`src/rtl/serial_subtractor_pkg.sv`:
```
// Shared controller FSM state encodings for the serial subtractor.
package serial_subtractor_pkg;

    typedef enum logic [1:0] {
        IDLE  = 2'd0,
        SHIFT = 2'd1,
        DONE  = 2'd2
    } state_t;

endpackage

```
`src/rtl/serial_subtractor_full_subtractor.sv`:
```
// One-bit full subtractor from gate primitives: d = x - y - bin, bout set on underflow.
// Combinational, zero latency; no flow control.
module full_subtractor (
    input  logic x,
    input  logic y,
    input  logic bin,
    output logic d,
    output logic bout
);
    wire xy_diff;
    wire x_n;
    wire xy_same;
    wire brw_xy;
    wire brw_in;

    xor g_xy   (xy_diff, x, y);
    xor g_d    (d, xy_diff, bin);
    not g_xn   (x_n, x);
    and g_bxy  (brw_xy, x_n, y);
    not g_same (xy_same, xy_diff);
    and g_bin  (brw_in, xy_same, bin);
    or  g_bout (bout, brw_xy, brw_in);
endmodule

```
`src/rtl/serial_subtractor.sv`:
```
// Bit-serial A-B, LSB first through one full-subtractor cell; done WIDTH+1 cycles after start.
// start is only honoured when not busy; the result is held until the next operation completes.
module serial_subtractor
    import serial_subtractor_pkg::*;
#(
    parameter int WIDTH = 8
) (
    input  logic             clk,
    input  logic             rst,
    input  logic             start,
    input  logic [WIDTH-1:0] a,
    input  logic [WIDTH-1:0] b,
    output logic             busy,
    output logic             done,
    output logic [WIDTH-1:0] diff,
    output logic             borrow,
    output logic             overflow
);
    localparam int CW = (WIDTH > 1) ? $clog2(WIDTH) : 1;
    localparam logic [CW-1:0] LAST = CW'(WIDTH - 1);

    state_t           state;
    logic [WIDTH-1:0] sa;
    logic [WIDTH-1:0] sb;
    logic [WIDTH-1:0] acc;
    logic [CW-1:0]    cnt;
    logic             brw;
    logic             a_msb;
    logic             b_msb;
    logic             cell_d;
    logic             cell_bout;

    full_subtractor u_cell (
        .x    (sa[0]),
        .y    (sb[0]),
        .bin  (brw),
        .d    (cell_d),
        .bout (cell_bout)
    );

    always_ff @(posedge clk) begin
        if (rst) begin
            state    <= IDLE;
            sa       <= '0;
            sb       <= '0;
            acc      <= '0;
            cnt      <= '0;
            brw      <= 1'b0;
            a_msb    <= 1'b0;
            b_msb    <= 1'b0;
            busy     <= 1'b0;
            done     <= 1'b0;
            diff     <= '0;
            borrow   <= 1'b0;
            overflow <= 1'b0;
        end else begin
            case (state)
                IDLE, DONE: begin
                    done <= 1'b0;
                    if (start) begin
                        sa    <= a;
                        sb    <= b;
                        a_msb <= a[WIDTH-1];
                        b_msb <= b[WIDTH-1];
                        brw   <= 1'b0;
                        cnt   <= '0;
                        busy  <= 1'b1;
                        state <= SHIFT;
                    end else begin
                        state <= IDLE;
                    end
                end
                SHIFT: begin
                    acc <= {cell_d, acc[WIDTH-1:1]};
                    sa  <= sa >> 1;
                    sb  <= sb >> 1;
                    brw <= cell_bout;
                    cnt <= cnt + 1'b1;
                    // Last bit: publish straight from the cell so the result lands with done.
                    if (cnt == LAST) begin
                        diff     <= {cell_d, acc[WIDTH-1:1]};
                        borrow   <= cell_bout;
                        overflow <= (a_msb ^ b_msb) & (cell_d ^ a_msb);
                        busy     <= 1'b0;
                        done     <= 1'b1;
                        state    <= DONE;
                    end
                end
                default: begin
                    busy  <= 1'b0;
                    done  <= 1'b0;
                    state <= IDLE;
                end
            endcase
        end
    end
endmodule

```
`config.mk`:
```
export PLATFORM = sky130hd
export DESIGN_NAME = serial_subtractor
export DESIGN_NICKNAME = d
export VERILOG_FILES = /design/src/rtl/serial_subtractor_pkg.sv /design/src/rtl/serial_subtractor_full_subtractor.sv /design/src/rtl/serial_subtractor.sv
export SDC_FILE = /design/constraint.sdc
export NUM_CORES = 1
export LEC_CHECK = 0
export ABC_AREA = 1
export CORE_AREA = 2 2 69 104
export CTS_BUF_LIST = sky130_fd_sc_hd__clkbuf_2
export CTS_CLUSTER_DIAMETER = 200
export CTS_CLUSTER_SIZE = 20
export DETAILED_ROUTE_END_ITERATION = 16
export DIE_AREA = 0 0 71 106
export GPL_ROUTABILITY_DRIVEN = 1
export GPL_TIMING_DRIVEN = 0
export PLACE_DENSITY_LB_ADDON = 0.25
export SYNTH_ARGS = -nofsm -noshare
export SYNTH_HDL_FRONTEND = slang
export SYNTH_SLANG_ARGS = --single-unit
```
`constraint.sdc`:
```
create_clock -name clk -period 2.4 [get_ports clk]
set_input_delay 0.48 -clock clk [delete_from_list [all_inputs] [get_ports clk]]
set_output_delay 0.48 -clock clk [all_outputs]
set_load 0.02 [all_outputs]
```
==> impl_metrics.env <==
export IMPL_status="finished clean"
export IMPL_cp_arrival_ns=1.44
export IMPL_timing_max_slew_rel_slack_pct=70.7
export IMPL_synth_adder_area_share_pct=2.34
export IMPL_total_track_usage_pct=13.6
export IMPL_synth_cells=271
export IMPL_post_drt_via_cell_ratio=4.52
export IMPL_number_of_buffers_added_for_setup_after_cts=0
export IMPL_totalWireLength_um=4670
export IMPL_cp_cell_sequence="clkdlybuf4s50_1"
export IMPL_die_width_um=71
export IMPL_ctsHtreeMaxLevel=2
export IMPL_ctsRootBufferMaster="clkbuf_2"
export IMPL_critical_path_peak_fanout=2
export IMPL_postCtsHoldBufs=0
export IMPL_global_route_overflow_total=0
export IMPL_io_pin_count=31
export IMPL_post_synth_xor_area_fraction_pct=0
export IMPL_filler_cell_count=723
export IMPL_clk_pin_slew_worst_paths_ns=0.24
export IMPL_yosysWarnings=0
export IMPL_place_hpwl_um=3330
export IMPL_cpLargestDelayFamily="buffers and inverters"
export IMPL_starting_density_of_the_core_pct=28.7
export IMPL_critical_path_class="register to output port"
export IMPL_worstSetupStartpointType="register"
export IMPL_power_share_switching_pct=28.4
export IMPL_buffer_ports_inserted=29
export IMPL_chipHeight_um=106
export IMPL_count_of_pins_over_their_slew_limit=0
export IMPL_postSynthAreaPerCell_um2=7.11
export IMPL_critPathMaxStageDelay_ns=0.62
export IMPL_tightest_slew_ns=0.440
export IMPL_sequentialPowerShare_pct=53.7
export IMPL_seqCellArea_um2=861
export IMPL_buffer_levels_on_the_longest_clock_path=2
export IMPL_fin_hold_ws_ns=0.318
export IMPL_clock_latency_late_sink_ns=0.42
export IMPL_irDropWorstVdd_v=0.000197
export IMPL_antenna_found_initial=0
export IMPL_clock_fmax_mhz=522
export IMPL_cellInternalPower_mw=1.04
export IMPL_total_leakage_power_nw=1.05
export IMPL_wire_length_of_the_first_global_routing_pass_um=8140
export IMPL_comb_power_share_pct=17.7
export IMPL_report_final_hold_viol_count=0
export IMPL_firstDrtPassIters=4
export IMPL_timing_critical_path_slowest_stage_cell="clkdlybuf4s50_1"
export IMPL_share_clk_of_total_power_pct=28.6
export IMPL_total_inserted_antenna_cells=0
export IMPL_routed_wire_length_per_instance_um=12.1
export IMPL_yosys_area_top_type="dfxtp_1"
export IMPL_setup_worst_path_end_class="output port"
export IMPL_hold_path_class="primary input to register"
export IMPL_number_of_flip_flops_and_latches_in_the_synthesized_netlist=43
export IMPL_netlist_area_before_placement_um2=1930
export IMPL_synth_mux_area_fraction_pct=0
export IMPL_finClkSkew_ns=0.0305
export IMPL_finalSetupTns_ns=0
export IMPL_critical_path_required_ns=1.92
export IMPL_drive_gt1_share_pct=9.12
export IMPL_timing_max_cap_violations=0
export IMPL_post_synth_top_area_fraction_pct=44.7
export IMPL_tritoncts="done"
export IMPL_postCtsResizedCells=0
export IMPL_setup_viol=0
export IMPL_final_nets=329
export IMPL_synth_nets=293
export IMPL_cts_made_buffers=5
export IMPL_area_growth_synth_to_final_pct=23.4
export IMPL_core_rowCount=37
export IMPL_die_area_um2=7530
export IMPL_ant_nets=0
export IMPL_grt_start_max_net_pins=14
export IMPL_number_of_vias_after_detailed_routing=1739
export IMPL_finalCriticalPeriod_ns=1.92
export IMPL_setup_repair_after_global_routing_missed_its_margin="no"
export IMPL_core_region_area_um2=6710
export IMPL_final_min_period_over_clock_period_pct=79.8
export IMPL_drc_errors=0
export IMPL_number_of_sinks_on_the_clock_net=43
export IMPL_power_density_nw_per_um2=612
export IMPL_cp_num_buf_inv=1
export IMPL_seq_area_frac_synth_pct=44.7
export IMPL_synth_top_cells_by_area="dfxtp_1 45%, nand2_1 11%, nand3_1 8.6%, inv_1 7.4%, a21oi_1 5.5%"
export IMPL_combinational_family_with_the_most_area_after_synthesis="simple AND/OR/NAND/NOR gates"
export IMPL_synth_compound_area_share_pct=8.64
export IMPL_post_synth_num_cell_types=20
export IMPL_net_switching_power_uw=413
export IMPL_multi_input_comb_area_um2=797
export IMPL_finalWeightedCongestion=0.751
export IMPL_number_of_global_route_vias_before_repair=1787
export IMPL_drt_first_iter_violations=75
export IMPL_synth_simple_gate_area_share_pct=30.4
-- power by group through the flow --
stage / sequential, mW / combinational, mW / clock (mW)
after CTS: 0.782 / 0.261 / 0.433
final: 0.781 / 0.257 / 0.416
after global placement: 0.794 / 0.256 / 0
after floorplan: 0.792 / 0.177 / 0
after detailed placement: 0.795 / 0.259 / 0
after global routing: 0.787 / 0.293 / 0.451
-- worst paths after layout --
path | start | endpoint | slack, ns | cells after the start
worst max-delay path | busy$_SDFFE_PP0P_ | busy | 0.48 | 1
worst min-delay path | rst | state[0]$_SDFFE_PP0P_ | 0.32 | 2
worst max register to register | sb[0]$_SDFFE_PP0P_ | overflow$_SDFFE_PP0P_ | 0.95 | 7
worst min register to register | diff[4]$_SDFFE_PP0P_ | diff[4]$_SDFFE_PP0P_ | 0.48 | 2
-- state kept, by name, indices dropped and copies added, names as in the netlist --
name,flops
diff,8
sa,8
sb,8
acc,7
cnt,3
state,2
a_msb,1
b_msb,1
borrow,1
brw,1
busy,1
done,1
overflow,1
-- cells in the final DEF (no fill, tap or decap) --
master	n
nand2_1	58
dfxtp_1	43
inv_1	38
nand3_1	33
clkdlybuf4s50_1	29
nor2_1	25
a21oi_1	21
nor3_1	14
o21ai_0	11
buf_2	7
clkbuf_2	6
buf_6	5
inv_2	3
buf_4	2
nand3b_1	2
nand2_2	2
ha_1	2
clkbuf_1	1
nor2_4	1
o22ai_1	1
fa_1	1
clkinvlp_4	1
bufinv_16	1
-- stage by stage --
step | std cells | area, um^2 | power (mW) | setup slack [ns] | utilization (%)
finish | 385 | 2380 | 1.45 | 0.484 | 35.4
global route | 385 | 2380 | 1.53 | 0.411 | 35.4
CTS | 385 | 2380 | 1.48 | 0.474 | 35.4
detailed placement | 378 | 2310 | 1.05 | 0.698 | 34.5
global placement | 378 | 2310 | 1.05 | 0.672 | 34.5
floorplan | 271 | 1930 | 0.968 | 1.12 | -
-- layer usage --
layer,up-vias,part of all wire (%),wire length (um),GRT usage (%)
li1,916,-,-,-
met1,793,42,1980,14.7
met2,24,52,2450,25.4
met3,6,3.3,154,2.56
met4,0,1.9,87,5.39
met5,-,0,0,0
-- Yosys cell counts (all sizes together) --
cell type  count
ha             2
nor2          26
nand3b         2
nor3          14
buf           14
nand2         60
o21ai         11
clkbuf         2
inv           41
nand3         33
fa             1
dfxtp         43
a21oi         21
o22ai          1
-- cell families after synthesis --
| family | Yosys count |
|---|---|
| fa+ha+maj | 3 |
| flops | 43 |
| buf+inv | 57 |
| compound gates | 33 |
| simple gates | 135 |
-- layout make-up --
cell class / count / share of cell area, %
Buffer: 16 / 4.84
Clock buffer: 5 / 1.05
Timing Repair Buffer: 29 / 12.2
Sequential cell: 43 / 36.2
Inverter: 41 / 6.47
Clock inverter: 2 / 1.58
Tap cell: 78 / 4.11
Multi-Input combinational cell: 171 / 33.5
Power figures use the tool's default switching activity.
